===== src/rtl/nioslab2_ram_arbiter_if.sv =====
// Avalon-MM slave-side bundle for one arbiter port: request signals in,
// waitrequest / read return out.
interface nioslab2_ram_arbiter_if #(
    parameter int ADDR_W = 10,
    parameter int DATA_W = 32,
    parameter int BE_W   = 4
);
    logic [ADDR_W-1:0] address;
    logic [BE_W-1:0]   byteenable;
    logic              read;
    logic              write;
    logic [DATA_W-1:0] writedata;
    logic              waitrequest;
    logic [DATA_W-1:0] readdata;
    logic              readdatavalid;

    // Handshake: a request is accepted in any cycle where (read | write) is
    // high and waitrequest is low; readdatavalid pulses once per accepted read.
    modport slave (
        input  address, byteenable, read, write, writedata,
        output waitrequest, readdata, readdatavalid
    );

    modport master (
        output address, byteenable, read, write, writedata,
        input  waitrequest, readdata, readdatavalid
    );
endinterface


===== src/rtl/nioslab2_ram_arbiter.sv =====
// Two-master arbiter in front of a single-port byte-enabled RAM; grants one
// access per clock and routes read data back through a {valid, port} tag pipe.
module nioslab2_ram_arbiter #(
    parameter int ADDR_W     = 10,
    parameter int DATA_W     = 32,
    parameter int BE_W       = 4,
    parameter int RD_LAT     = 1,
    parameter int ARB_MODE   = 0,
    parameter int STARVE_MAX = 4
) (
    input  logic                  clk,
    input  logic                  reset_n,
    nioslab2_ram_arbiter_if.slave p0,
    nioslab2_ram_arbiter_if.slave p1,
    output logic [ADDR_W-1:0]     ram_address,
    output logic [BE_W-1:0]       ram_byteenable,
    output logic                  ram_chipselect,
    output logic                  ram_write,
    output logic [DATA_W-1:0]     ram_writedata,
    output logic                  ram_clken,
    input  logic [DATA_W-1:0]     ram_readdata,
    output logic                  dbg_last_grant_o,
    output logic [3:0]            dbg_starve_cnt_o
);
    localparam logic [3:0] STARVE_LIM = 4'(STARVE_MAX);

    logic              run_q;
    logic              last_grant_q, last_grant_d;
    logic [3:0]        starve_cnt_q, starve_cnt_d;
    logic [ADDR_W-1:0] addr_q, addr_d;
    logic [RD_LAT-1:0] tag_v_q, tag_p_q;

    logic              req0, req1, gnt0, gnt1, busy, sel_wr;
    logic [ADDR_W-1:0] sel_addr;
    logic [BE_W-1:0]   sel_be;
    logic [DATA_W-1:0] sel_wd;

    always_comb begin
        req0 = p0.read | p0.write;
        req1 = p1.read | p1.write;
        gnt0 = 1'b0;
        gnt1 = 1'b0;
        // run_q keeps both ports stalled until the first edge after reset
        if (run_q) begin
            if (req0 && req1) begin
                if (ARB_MODE == 0) gnt1 = ~last_grant_q;
                else               gnt1 = (starve_cnt_q == STARVE_LIM);
                gnt0 = ~gnt1;
            end else begin
                gnt0 = req0;
                gnt1 = req1;
            end
        end
        busy     = gnt0 | gnt1;
        sel_wr   = gnt1 ? p1.write      : p0.write;
        sel_addr = gnt1 ? p1.address    : p0.address;
        sel_be   = gnt1 ? p1.byteenable : p0.byteenable;
        sel_wd   = gnt1 ? p1.writedata  : p0.writedata;

        last_grant_d = last_grant_q;
        if (gnt0) last_grant_d = 1'b0;
        if (gnt1) last_grant_d = 1'b1;

        starve_cnt_d = starve_cnt_q;
        if (gnt1)              starve_cnt_d = 4'd0;
        else if (req1 && gnt0) starve_cnt_d = starve_cnt_q + 4'd1;

        addr_d = busy ? sel_addr : addr_q;
    end

    always_ff @(posedge clk or negedge reset_n) begin
        if (!reset_n) begin
            run_q        <= 1'b0;
            last_grant_q <= 1'b1;
            starve_cnt_q <= 4'd0;
            addr_q       <= '0;
            tag_v_q      <= '0;
            tag_p_q      <= '0;
        end else begin
            run_q        <= 1'b1;
            last_grant_q <= last_grant_d;
            starve_cnt_q <= starve_cnt_d;
            addr_q       <= addr_d;
            for (int i = RD_LAT - 1; i > 0; i--) begin
                tag_v_q[i] <= tag_v_q[i-1];
                tag_p_q[i] <= tag_p_q[i-1];
            end
            // read+write together is a write: no tag, no readdatavalid
            tag_v_q[0] <= busy & ~sel_wr;
            tag_p_q[0] <= gnt1;
        end
    end

    assign ram_chipselect = busy;
    assign ram_write      = busy & sel_wr;
    assign ram_address    = addr_d;
    assign ram_byteenable = (busy && sel_wr) ? sel_be : {BE_W{1'b1}};
    assign ram_writedata  = sel_wd;
    assign ram_clken      = run_q;

    assign p0.waitrequest   = ~gnt0;
    assign p1.waitrequest   = ~gnt1;
    assign p0.readdata      = ram_readdata;
    assign p1.readdata      = ram_readdata;
    assign p0.readdatavalid = tag_v_q[RD_LAT-1] & ~tag_p_q[RD_LAT-1];
    assign p1.readdatavalid = tag_v_q[RD_LAT-1] &  tag_p_q[RD_LAT-1];

    assign dbg_last_grant_o = last_grant_q;
    assign dbg_starve_cnt_o = starve_cnt_q;
endmodule


===== src/flat_wrapper.sv =====
// flat-port wrapper written by rule: the top's interface ports become plain ports
module nioslab2_ram_arbiter_flat 
#(
    parameter int ADDR_W     = 10,
    parameter int DATA_W     = 32,
    parameter int BE_W       = 4,
    parameter int RD_LAT     = 1,
    parameter int ARB_MODE   = 0,
    parameter int STARVE_MAX = 4
)
  (clk, reset_n, ram_address, ram_byteenable, ram_chipselect, ram_write, ram_writedata, ram_clken, ram_readdata, dbg_last_grant_o, dbg_starve_cnt_o, p0_address, p0_byteenable, p0_read, p0_write, p0_writedata, p0_waitrequest, p0_readdata, p0_readdatavalid, p1_address, p1_byteenable, p1_read, p1_write, p1_writedata, p1_waitrequest, p1_readdata, p1_readdatavalid);
  nioslab2_ram_arbiter_if #(.ADDR_W(ADDR_W), .DATA_W(DATA_W), .BE_W(BE_W)) p0_i ();
  nioslab2_ram_arbiter_if #(.ADDR_W(ADDR_W), .DATA_W(DATA_W), .BE_W(BE_W)) p1_i ();
  input  logic clk;
  input  logic reset_n;
  output logic [ADDR_W-1:0] ram_address;
  output logic [BE_W-1:0] ram_byteenable;
  output logic ram_chipselect;
  output logic ram_write;
  output logic [DATA_W-1:0] ram_writedata;
  output logic ram_clken;
  input  logic [DATA_W-1:0] ram_readdata;
  output logic dbg_last_grant_o;
  output logic [3:0] dbg_starve_cnt_o;
  input wire logic [$bits(p0_i.address)-1:0] p0_address;
  input wire logic [$bits(p0_i.byteenable)-1:0] p0_byteenable;
  input wire logic [$bits(p0_i.read)-1:0] p0_read;
  input wire logic [$bits(p0_i.write)-1:0] p0_write;
  input wire logic [$bits(p0_i.writedata)-1:0] p0_writedata;
  output wire logic [$bits(p0_i.waitrequest)-1:0] p0_waitrequest;
  output wire logic [$bits(p0_i.readdata)-1:0] p0_readdata;
  output wire logic [$bits(p0_i.readdatavalid)-1:0] p0_readdatavalid;
  input wire logic [$bits(p1_i.address)-1:0] p1_address;
  input wire logic [$bits(p1_i.byteenable)-1:0] p1_byteenable;
  input wire logic [$bits(p1_i.read)-1:0] p1_read;
  input wire logic [$bits(p1_i.write)-1:0] p1_write;
  input wire logic [$bits(p1_i.writedata)-1:0] p1_writedata;
  output wire logic [$bits(p1_i.waitrequest)-1:0] p1_waitrequest;
  output wire logic [$bits(p1_i.readdata)-1:0] p1_readdata;
  output wire logic [$bits(p1_i.readdatavalid)-1:0] p1_readdatavalid;
  assign p0_i.address = p0_address;
  assign p0_i.byteenable = p0_byteenable;
  assign p0_i.read = p0_read;
  assign p0_i.write = p0_write;
  assign p0_i.writedata = p0_writedata;
  assign p0_waitrequest = p0_i.waitrequest;
  assign p0_readdata = p0_i.readdata;
  assign p0_readdatavalid = p0_i.readdatavalid;
  assign p1_i.address = p1_address;
  assign p1_i.byteenable = p1_byteenable;
  assign p1_i.read = p1_read;
  assign p1_i.write = p1_write;
  assign p1_i.writedata = p1_writedata;
  assign p1_waitrequest = p1_i.waitrequest;
  assign p1_readdata = p1_i.readdata;
  assign p1_readdatavalid = p1_i.readdatavalid;
  nioslab2_ram_arbiter #(.ADDR_W(ADDR_W), .DATA_W(DATA_W), .BE_W(BE_W), .RD_LAT(RD_LAT), .ARB_MODE(ARB_MODE), .STARVE_MAX(STARVE_MAX)) u_core (.clk(clk), .reset_n(reset_n), .p0(p0_i), .p1(p1_i), .ram_address(ram_address), .ram_byteenable(ram_byteenable), .ram_chipselect(ram_chipselect), .ram_write(ram_write), .ram_writedata(ram_writedata), .ram_clken(ram_clken), .ram_readdata(ram_readdata), .dbg_last_grant_o(dbg_last_grant_o), .dbg_starve_cnt_o(dbg_starve_cnt_o));
endmodule

===== config.mk =====
export PLATFORM = sky130hd
export DESIGN_NAME = nioslab2_ram_arbiter_flat
export DESIGN_NICKNAME = d
export VERILOG_FILES = /design/src/rtl/nioslab2_ram_arbiter_if.sv /design/src/rtl/nioslab2_ram_arbiter.sv /design/src/flat_wrapper.sv
export SDC_FILE = /design/constraint.sdc
export NUM_CORES = 1
export LEC_CHECK = 0
export ABC_AREA = 0
export ABC_CLOCK_PERIOD_IN_PS = 2500
export CORE_AREA = 3 3 98 100
export DETAILED_ROUTE_END_ITERATION = 8
export DIE_AREA = 0 0 101 103
export HOLD_SLACK_MARGIN = 0.02
export PLACE_DENSITY = 0.67
export SYNTH_ARGS = -nofsm -noshare
export SYNTH_HDL_FRONTEND = slang
export SYNTH_SLANG_ARGS = --single-unit

===== constraint.sdc =====
create_clock -name clk -period 2.5 [get_ports clk]
set_clock_uncertainty 0.15 [all_clocks]
set_input_delay 0.5 -clock clk [delete_from_list [all_inputs] [get_ports clk]]
set_output_delay 0.5 -clock clk [all_outputs]
set_load 0.03 [all_outputs]

# Word-level counts from Yosys, hierarchy flattened
# Index checks and enable logic that the tools add are counted.
dict set report totals {
  regBits 18
  word_cells 41
  output_inout_bits 122
  inputBits 130
}
dict set report classes {
  n_mux 16
  add_sub_neg 1
  n_reduce_logical 5
  bitwise_logic 13
}
# op n
set ops {}
lappend ops {{$mux 32} 1}
lappend ops {{$mux 10} 2}
lappend ops {{$mux 4} 4}
lappend ops {{$mux 1} 9}
lappend ops {{$not 1->1} 6}
lappend ops {{$add 4x1->4 const B} 1}
lappend ops {{$and 1x1->1} 4}
lappend ops {{$reduce_bool 2->1} 2}
lappend ops {{$logic_and 1x1->1} 3}
lappend ops {{$or 1x1->1} 3}

# Logic depth before layout (Yosys ltp)
# Gate-level depths: netlist (run 1).
dict set report depth {
  ltp_word 10
  ltp_mapped 6
  ltp_nobuf 4
}

# Worst setup path before layout (run 1)
# Ideal clock, no wire load.
dict set report synth_path {
  path_type {register to output}
  from {register u_core.last_grant_q (netlist: u_core.dbg_last_grant_o)}
  to {output ram_address[4]}
  slack_ns 0.249
  t_required_ns 1.850
  path_stages_with_launch 6
  n_path_buf 1
  t_arrival_ns 1.601
  path_cell_list {dfstp_2 > o21ai_2 > nand2_8 > inv_4 > buf_6 > a221o_1}
}
dict set report synth_between {
  elab_cells_between_ends 11
  classes_between {mux: 8; bitwise: 3}
}
# item line
set synth_rtl {}
lappend synth_rtl {{start: declaration} nioslab2_ram_arbiter.sv:28} ;# logic last_grant_q, last_grant_d;
lappend synth_rtl {{start signal: assignment} nioslab2_ram_arbiter.sv:81} ;# last_grant_q <= last_grant_d;
lappend synth_rtl {{$not 1->1 (*)} nioslab2_ram_arbiter.sv:46} ;# if (ARB_MODE == 0) gnt1 = ~last_grant_q;
lappend synth_rtl {{$mux 1 (*)} nioslab2_ram_arbiter.sv:45} ;# if (req0 && req1) begin
lappend synth_rtl {{$mux 1 (*)} nioslab2_ram_arbiter.sv:44} ;# if (run_q) begin
lappend synth_rtl {{$mux 1 (*)} nioslab2_ram_arbiter.sv:45}
lappend synth_rtl {{$mux 1 (*)} nioslab2_ram_arbiter.sv:44}
lappend synth_rtl {{net u_core.gnt1} nioslab2_ram_arbiter.sv:33} ;# logic req0, req1, gnt0, gnt1, busy, sel_wr;
lappend synth_rtl {{$mux 10 or $or 1x1->1 (tied branches)} {nioslab2_ram_arbiter.sv:56, nioslab2_ram_arbiter.sv:54}}
lappend synth_rtl {{$mux 10 (*)} nioslab2_ram_arbiter.sv:68} ;# addr_d = busy ? sel_addr : addr_q;
lappend synth_rtl {{end: declaration} flat_wrapper.sv:16} ;# output logic [ADDR_W-1:0] ram_address;
# The timed path passes the listed nets; every way through them passes the cells marked *. The select of a mux whose other input is x is not followed.

# Final worst setup path (run 1)
dict set report layout_path {
  from {input p1_read}
  to {output ram_writedata[18]}
}
dict set report layout_between {
  elab_chain_cells 5
}
# item line
set layout_lines {}
lappend layout_lines {{start: declaration} flat_wrapper.sv:35} ;# input wire logic [$bits(p1_i.read)-1:0] p1_read;
lappend layout_lines {{$or 1x1->1 (*)} nioslab2_ram_arbiter.sv:40} ;# req1 = p1.read | p1.write;
lappend layout_lines {{$logic_and 1x1->1} nioslab2_ram_arbiter.sv:45}
lappend layout_lines {{$mux 1 (*)} nioslab2_ram_arbiter.sv:45}
lappend layout_lines {{$mux 1 (*)} nioslab2_ram_arbiter.sv:44}
lappend layout_lines {{$mux 32 (*)} nioslab2_ram_arbiter.sv:58} ;# sel_wd = gnt1 ? p1.writedata : p0.writedata;
lappend layout_lines {{end: declaration} flat_wrapper.sv:20} ;# output logic [DATA_W-1:0] ram_writedata;
# Every way passes the cells marked *; elsewhere a longest branch is shown, timed or not.

==> results of run 1 <==
## metal layers
metal	wire, um	GRT usage	part of all wire	vias to the layer above
met4	136	0.0378	0.021	4
li1	-	-	-	826
met3	609	0.0433	0.092	19
met5	27	0	0.0041	-
met1	2410	0.130	0.37	830
met2	3420	0.195	0.52	88
## flip-flops by register name (all words and copies together) (netlist names)
| register | flops |
|---|---|
| u_core.tag_p_q | 1 |
| u_core.ram_clken | 1 |
| u_core.dbg_starve_cnt_o | 4 |
| u_core.dbg_last_grant_o | 1 |
| u_core.addr_q | 10 |
| u_core.tag_v_q | 1 |
## layout by cell type (no fill, tap or decap), types with 2 or more instances in the layout
cell type and n:
sky130_fd_sc_hd__mux2_2 32, sky130_fd_sc_hd__nor2_1 3, sky130_fd_sc_hd__buf_4 65, sky130_fd_sc_hd__buf_6 6, sky130_fd_sc_hd__buf_12 10, sky130_fd_sc_hd__clkbuf_8 3, sky130_fd_sc_hd__nand3_1 9, sky130_fd_sc_hd__clkdlybuf4s50_1 101
sky130_fd_sc_hd__and2_1 11, sky130_fd_sc_hd__a21oi_1 2, sky130_fd_sc_hd__buf_2 3, sky130_fd_sc_hd__dfrtp_1 17, sky130_fd_sc_hd__o21ai_0 5, sky130_fd_sc_hd__nand2_1 4, sky130_fd_sc_hd__inv_1 2, sky130_fd_sc_hd__a221o_1 10
## worst min path at each step
stage | start | to | depth (start not counted)
floorplan | reset_n | u_core.addr_q[0] | 0
global placement | u_core.dbg_starve_cnt_o[3] | u_core.dbg_starve_cnt_o[3] | 2
detailed placement | u_core.dbg_last_grant_o | u_core.dbg_last_grant_o | 2
CTS | u_core.dbg_last_grant_o | u_core.dbg_last_grant_o | 2
global route | u_core.dbg_last_grant_o | u_core.dbg_last_grant_o | 2
finish | u_core.dbg_last_grant_o | u_core.dbg_last_grant_o | 2
## where the power goes
| part | internal, mW | switching (mW) | leakage (nW) |
|---|---|---|---|
| registers | 0.341 | 0.0294 | 0.224 |
| logic | 0.496 | 0.445 | 1.16 |
| clock network | 0.113 | 0.0921 | 0.0228 |
## critical path, cell delays in order
cell	delay (ps)
sky130_fd_sc_hd__clkdlybuf4s15_2	220
sky130_fd_sc_hd__o21a_2	260
sky130_fd_sc_hd__nand2_8	130
sky130_fd_sc_hd__buf_6	150
sky130_fd_sc_hd__mux2_2	370
sky130_fd_sc_hd__buf_12	140
## final cells by class
type	instances	area share
Sequential cell	18	0.138
Multi-Input combinational cell	95	0.254
Tap cell	108	0.0412
Inverter	3	0.00420
Clock buffer	4	0.0137
Timing Repair Buffer	187	0.549
## kinds of logic after synthesis
logic type / Yosys count / synth area share
compound gates: 27 / 0.124
xor+xnor: 2 / 0.00965
fa+ha+maj: 1 / 0.00689
buf+inv: 74 / 0.308
flops: 18 / 0.249
mux: 32 / 0.198
other cells: 1 / 0.00207
simple gates: 32 / 0.102
## through the flow
step | cell area [um2] | power (mW) | std cells
after floorplan | 1820 | 1.00 | 187
after global placement | 3160 | 1.29 | 406
after detailed placement | 3160 | 1.30 | 406
after CTS | 3270 | 1.53 | 413
after global routing | 3280 | 1.59 | 415
final | 3280 | 1.52 | 415
## what timing repair did
action | CTS | global route
gates resized for setup | 20 | 8
gates cloned | 1 | 0
pin swaps | 2 | 1
endpoints found under the setup margin | 47 | 37
setup buffers | 2 | 2
==> results.md, run 1 <==
- The flow ran to the end, and the final reports show no timing, DRC or antenna violations.
- After clock tree synthesis, the clock-pin slew on the worst setup and hold paths is 60 ps.
- The minimum clock period after layout is 2440 ps.
- The layout cell share with drive strength beyond 1 is 0.420.
- The die is 101 um wide.
- The number of antenna violations at the first check in global routing is 2.
- The antenna cell count is 0.
- In this run, synthesis produced a sequential element count of 18.
- The antenna violation net count after detailed routing is 0.
- The die boundary height is 103 um.
- The maximum vdd drop is 0.167 mV.
- The setup slack of the worst register-to-register path is 800 ps.
- The total overflow reported by the global router is 0.
- The routed layout has 1767 vias.
- The number of max-slew violations in the final report is 0.
- In this run the deepest clock path goes through 2 buffers.
- In the post-synthesis netlist, the biggest area contributors are sky130_fd_sc_hd__buf_4 26%, sky130_fd_sc_hd__dfrtp_1 23%, sky130_fd_sc_hd__mux2_2 20%, sky130_fd_sc_hd__a221o_1 5.5%, sky130_fd_sc_hd__and2_1 3.8%.
- The Yosys step of the flow raised 0 warnings.
- Fill cells in the final layout number 901.
- Tracing the worst setup path back leads to its startpoint at p1_read.
- The synthesized netlist cell count is 187.
- The deepest level of the CTS H-tree is 1.
- The final worst-path setup slack is 65.0 ps.
- TritonCTS built the clock tree.
- Ranked by instance count, the synthesized netlist is headed by 64 x sky130_fd_sc_hd__buf_4, 32 x sky130_fd_sc_hd__mux2_2, 17 x sky130_fd_sc_hd__dfrtp_1.
- The number of sinks driven by the clock tree is 18.
- The total half-perimeter wirelength after legalization and detailed placement is 5.61 mm.
- The critical-path maximum fanout is 13.
- The synthesized cell area is 1820 um2.
- Port buffering added 155 buffers.
- The number of ports placed on the die boundary is 252.
- The class of the tightest hold or removal check is reg -> reg.
- After synthesis, the netlist uses 32 different library cells.
- Counting the buffers created by CTS gives 3.
- The timing endpoint of the critical path is ram_writedata[18].
- The starting density of the core is 0.207.
- The count of standard-cell rows is 34.
- The number of cell instances on the worst register-to-register path is 5.
- The sum of routed wire length over all layers is 6.61 mm.
- The beginning of the worst register-to-register path is u_core.dbg_last_grant_o.
- Setup repair after global routing left no endpoint under its margin.
- In the synthesized netlist the dominant register cell turns out to be sky130_fd_sc_hd__dfrtp_1.
- The share of synthesized area occupied by flip-flops and latches is 0.249.
- The worst slack on hold paths is 371 ps.
- The final weighted congestion of routability-driven global placement is 0.804.
- In the global route stage, overall resource usage came out at 0.114.
- The arrival time reported for the critical path endpoint is 1790 ps.
- The count of final hold-check violations was 0.
- After detailed routing, the average wire length per cell comes to 15.9 um.
- Once layout is complete, the utilization of the core stands at 0.374.
- The number of nets at the end of the flow is 439.
- For this design the static power due to leakage is 1.41 nW.
- The total area inside the core boundary comes to 8760 um2.
- The share of Yosys cell area claimed by the top area cell type is 0.265.
- The setup path with the least slack is of type in -> out.
- The number of maximum-capacitance violations is 0.
- OpenSTA, run right after detailed placement, puts the worst setup slack at -303 ps.
- The clock root buffer is sky130_fd_sc_hd__clkbuf_8.
- The area added between synthesis and finish is 80.5%.
- The type of origin of the critical path is a primary input.
- The area of combinational cells with multiple inputs is 833 um2.
- Counting every net in the synthesized netlist gives 318.
- Setup violations remaining at the end of the flow were counted as 0.
- At the later pin of the worst-skew pair, clock insertion delay measures 250 ps.
- Summed over all instances, the cell type with the most area after synthesis is sky130_fd_sc_hd__buf_4.
- In this run the critical register-to-register path is captured at u_core.addr_q[3].
- The via count of the first global-routing pass is 1823.
- For the final routed database, the setup TNS stands at 0 ps.
- In the routed layout, each cell is associated on average with a via count of 4.26.
- In this run, the number of DRC markers left after iteration 0 of detailed routing was 27.
- For this design the ratio of total power to cell area is 463 nW/um2.
- Buffers inserted to repair hold after CTS numbered 0.
- The number of enable flip-flop cells after synthesis is 0.
- The part of the cycle the worst path needs is 0.974.
- The DRC violations left is 0.
- Registers take 452 um2.
- The die covers 10400 um2.
- The worst setup path is captured at an output port.
- At the worst endpoint, the required time is 1850 ps.
- The global-route wire length before repair is 9.16 mm.
- The number of detailed-routing iterations run before antenna repair is 4.
- The peak clock frequency supported by timing is 411 MHz.
- The average instance in the mapped netlist occupies 9.71 um2.
- The pin count of the biggest net entering global routing is 19.
- The most numerous cell in the Yosys netlist is sky130_fd_sc_hd__buf_4.
- The share of synthesized registers carrying an async set or reset is 1.00.
(Power assumes the default switching activity.)
==> run 2, diff against run 1 <==
- CORE_AREA: 3 3 98 100 -> 2 2 97 99
- DIE_AREA: 0 0 101 103 -> 0 0 99 101
==> results.md, run 2 (synthesized netlist as in run 1, its figures left out) <==
- The DRC marker count from the first detailed-route iteration is 20 (-26%).
- The total power per unit cell area is 470 nW/um2 (+1.6%).
- The number of detailed-routing iterations run before antenna repair is 4 (unchanged).
- The worst setup slack after placement is -296 ps (+6.74 ps).
- The critical path in this run is classified as in -> out.
- The clock slew at the register clock pins of the worst setup and hold paths is 70 ps (about the same).
- The final core utilization is 0.365 (-0.00891).
- In this run the worst hold path is classified as in -> async.
- The part of the cycle the worst path needs came to 0.990 (+0.0162).
- The register with the highest flop count is u_core.addr_q.
- The count of non-filler cells in the finished layout came to 413 (-0.48%).
- The placed instance count is 403 (-0.74%).
- The worst-case clock buffer depth was 2 (unchanged).
- The number of nets at the end of the flow is 434 (-1.1%).
- The total half-perimeter wirelength after legalization and detailed placement came to 5.53 mm (-1.5%).
- The count of final hold-check violations is 0 (unchanged).
- The number of buffers created by CTS came to 3 (unchanged).
- The sum of routed wire length over all layers is 6.70 mm (+1.4%).
- The final worst-path setup slack came to 24.4 ps (-40.6 ps).
- The number of flip-flops under the largest register name is 10 (unchanged).
- The leakage power came to 1.40 nW (-0.76%).
- The run finished with clean final reports.
- The count of final setup violators was 0 (unchanged).
- The global-route wire length before repair came to 9.52 mm (+3.9%).
- The clock root buffer is sky130_fd_sc_hd__clkbuf_8.
- The commonest non-fill, non-tap cell in the layout is sky130_fd_sc_hd__clkdlybuf4s50_1.
- The maximum vdd drop is 0.191 mV (+15%).
- The total die area is 10000 um2 (-3.9%).
- TritonCTS built the clock tree.
- The antenna violation net count after detailed routing is 0 (unchanged).
- The overall routing resource usage came to 0.123 (+0.00954).
- The number of antenna violations at the first check in global routing is 0 (-2).
- The number of max-slew violations in the final report is 0 (unchanged).
- The slowest stage of the critical path belongs to the cell sky130_fd_sc_hd__o41ai_4.
- The number of sinks driven by the clock tree is 18 (unchanged).
- The area of placed instances is 3150 um2 (-0.44%).
- The number of ports placed on the die boundary is 252 (unchanged).
- The area added between synthesis and finish is 80.5% (unchanged).
- The endpoint required time on the critical path is 1850 ps (about the same).
- The average vias per placed instance is 4.19 (-1.7%).
- The layout cell share with drive strength beyond 1 came to 0.411 (-0.00960).
- Leaving out fill and tap cells, the most frequent cells in the layout are 101 x sky130_fd_sc_hd__clkdlybuf4s50_1, 61 x sky130_fd_sc_hd__buf_4, 32 x sky130_fd_sc_hd__mux2_2.
- The number of maximum-capacitance violations came to 0 (unchanged).
- The final cell area excluding filler cells is 3280 um2 (unchanged).
- The type of origin of the critical path is a primary input.
- The wire length per cell is 16.2 um (+1.9%).
- The pin count of the biggest net entering global routing was 19 (unchanged).
- The peak clock frequency supported by timing came to 404 MHz (-1.6%).
- The starting density of the core is 0.202 (-0.00494).
- The critical-path maximum fanout is 6 (-7).
- The worst setup path is captured at an output port.
- The total power is 1.54 mW (+1.6%).
- The DRC violations left came to 0 (unchanged).
- The later-pin clock latency in the skew report came to 260 ps (about the same).
- The via count of the first global-routing pass is 1790 (-1.8%).
- The final weighted congestion of routability-driven global placement came to 0.734 (-8.6%).
- The die boundary height is 101 um (-1.9%).
- The via total after detailed routing is 1729 (-2.2%).
- The die boundary width is 99 um (-2.0%).
- The number of port buffers is 155 (unchanged).
- The antenna cell count was 0 (unchanged).
- Walking the worst path, the cells encountered are clkdlybuf4s15_2, o41ai_4, buf_2, and2_1, a221o_1, buf_4.
- The total overflow reported by the global router is 0 (unchanged).
- The count of standard-cell rows is 35 (+2.9%).
- The placeable core area is 8980 um2 (+2.4%).
- The final-layout setup total negative slack is 0 ps (unchanged).
- The worst slack on hold paths came to 405 ps (+34.6 ps).
- The deepest level of the CTS H-tree is 1 (unchanged).
- The cts-stage hold buffer count is 0 (unchanged).
- The worst stage delay on the critical path came to 420 ps (+50 ps).
- The minimum clock period after layout is 2480 ps (+40.6 ps).
- The arrival time reported for the critical path endpoint is 1830 ps (+40 ps).
==> run 2: power by group <==
group          total (mW)  internal (mW)  switching, mW
logic               0.919          0.478          0.441
registers           0.376          0.341         0.0353
clock network       0.246          0.140          0.106
total                1.54          0.959          0.582
==> run 2: metal layers <==
metal  global-route usage  wire (um)
met1                0.120       2280
met4               0.0548        225
met2                0.242       3710
met5                    0          0
met3               0.0312        487
==> run 2: final timing paths <==
path | start | endpoint | slack, ps | cells after the start
max | p1_read | ram_address[9] | 20 | 6
min | reset_n | u_core.addr_q[4] | 410 | 2
max reg2reg | u_core.ram_clken | u_core.dbg_starve_cnt_o[3] | 830 | 5
min reg2reg | u_core.dbg_starve_cnt_o[3] | u_core.dbg_starve_cnt_o[3] | 410 | 2
max in group asynchronous | reset_n | u_core.dbg_last_grant_o | 1520 | 2
min in group clk | p0_write | u_core.tag_v_q | 410 | 2
==> run 2: repair_timing <==
item | 4_1_cts | 5_1_grt
cloned | 1 | 1
gates resized for setup | 18 | 3
pin swaps | 4 | 6
setup endpoints to repair | 47 | 40
setup buffers | 1 | 3
==> run 2: area by class of cell <==
| type | instances | area, um2 |
|---|---|---|
| Timing Repair Buffer | 181 | 1770 |
| Multi-Input combinational cell | 96 | 851 |
| Inverter | 3 | 13.8 |
| Fill cell | 884 | 5700 |
| Sequential cell | 18 | 452 |
| Tap cell | 111 | 139 |
| Clock buffer | 4 | 55.1 |
==> run 2: worst max-delay path: cells and delay by family <==
| family | cells | cell delay [ps] |
|---|---|---|
| buffers and inverters | 3 | 640 |
| AOI/OAI and AO/OA | 2 | 550 |
| and+or+nand+nor | 1 | 140 |
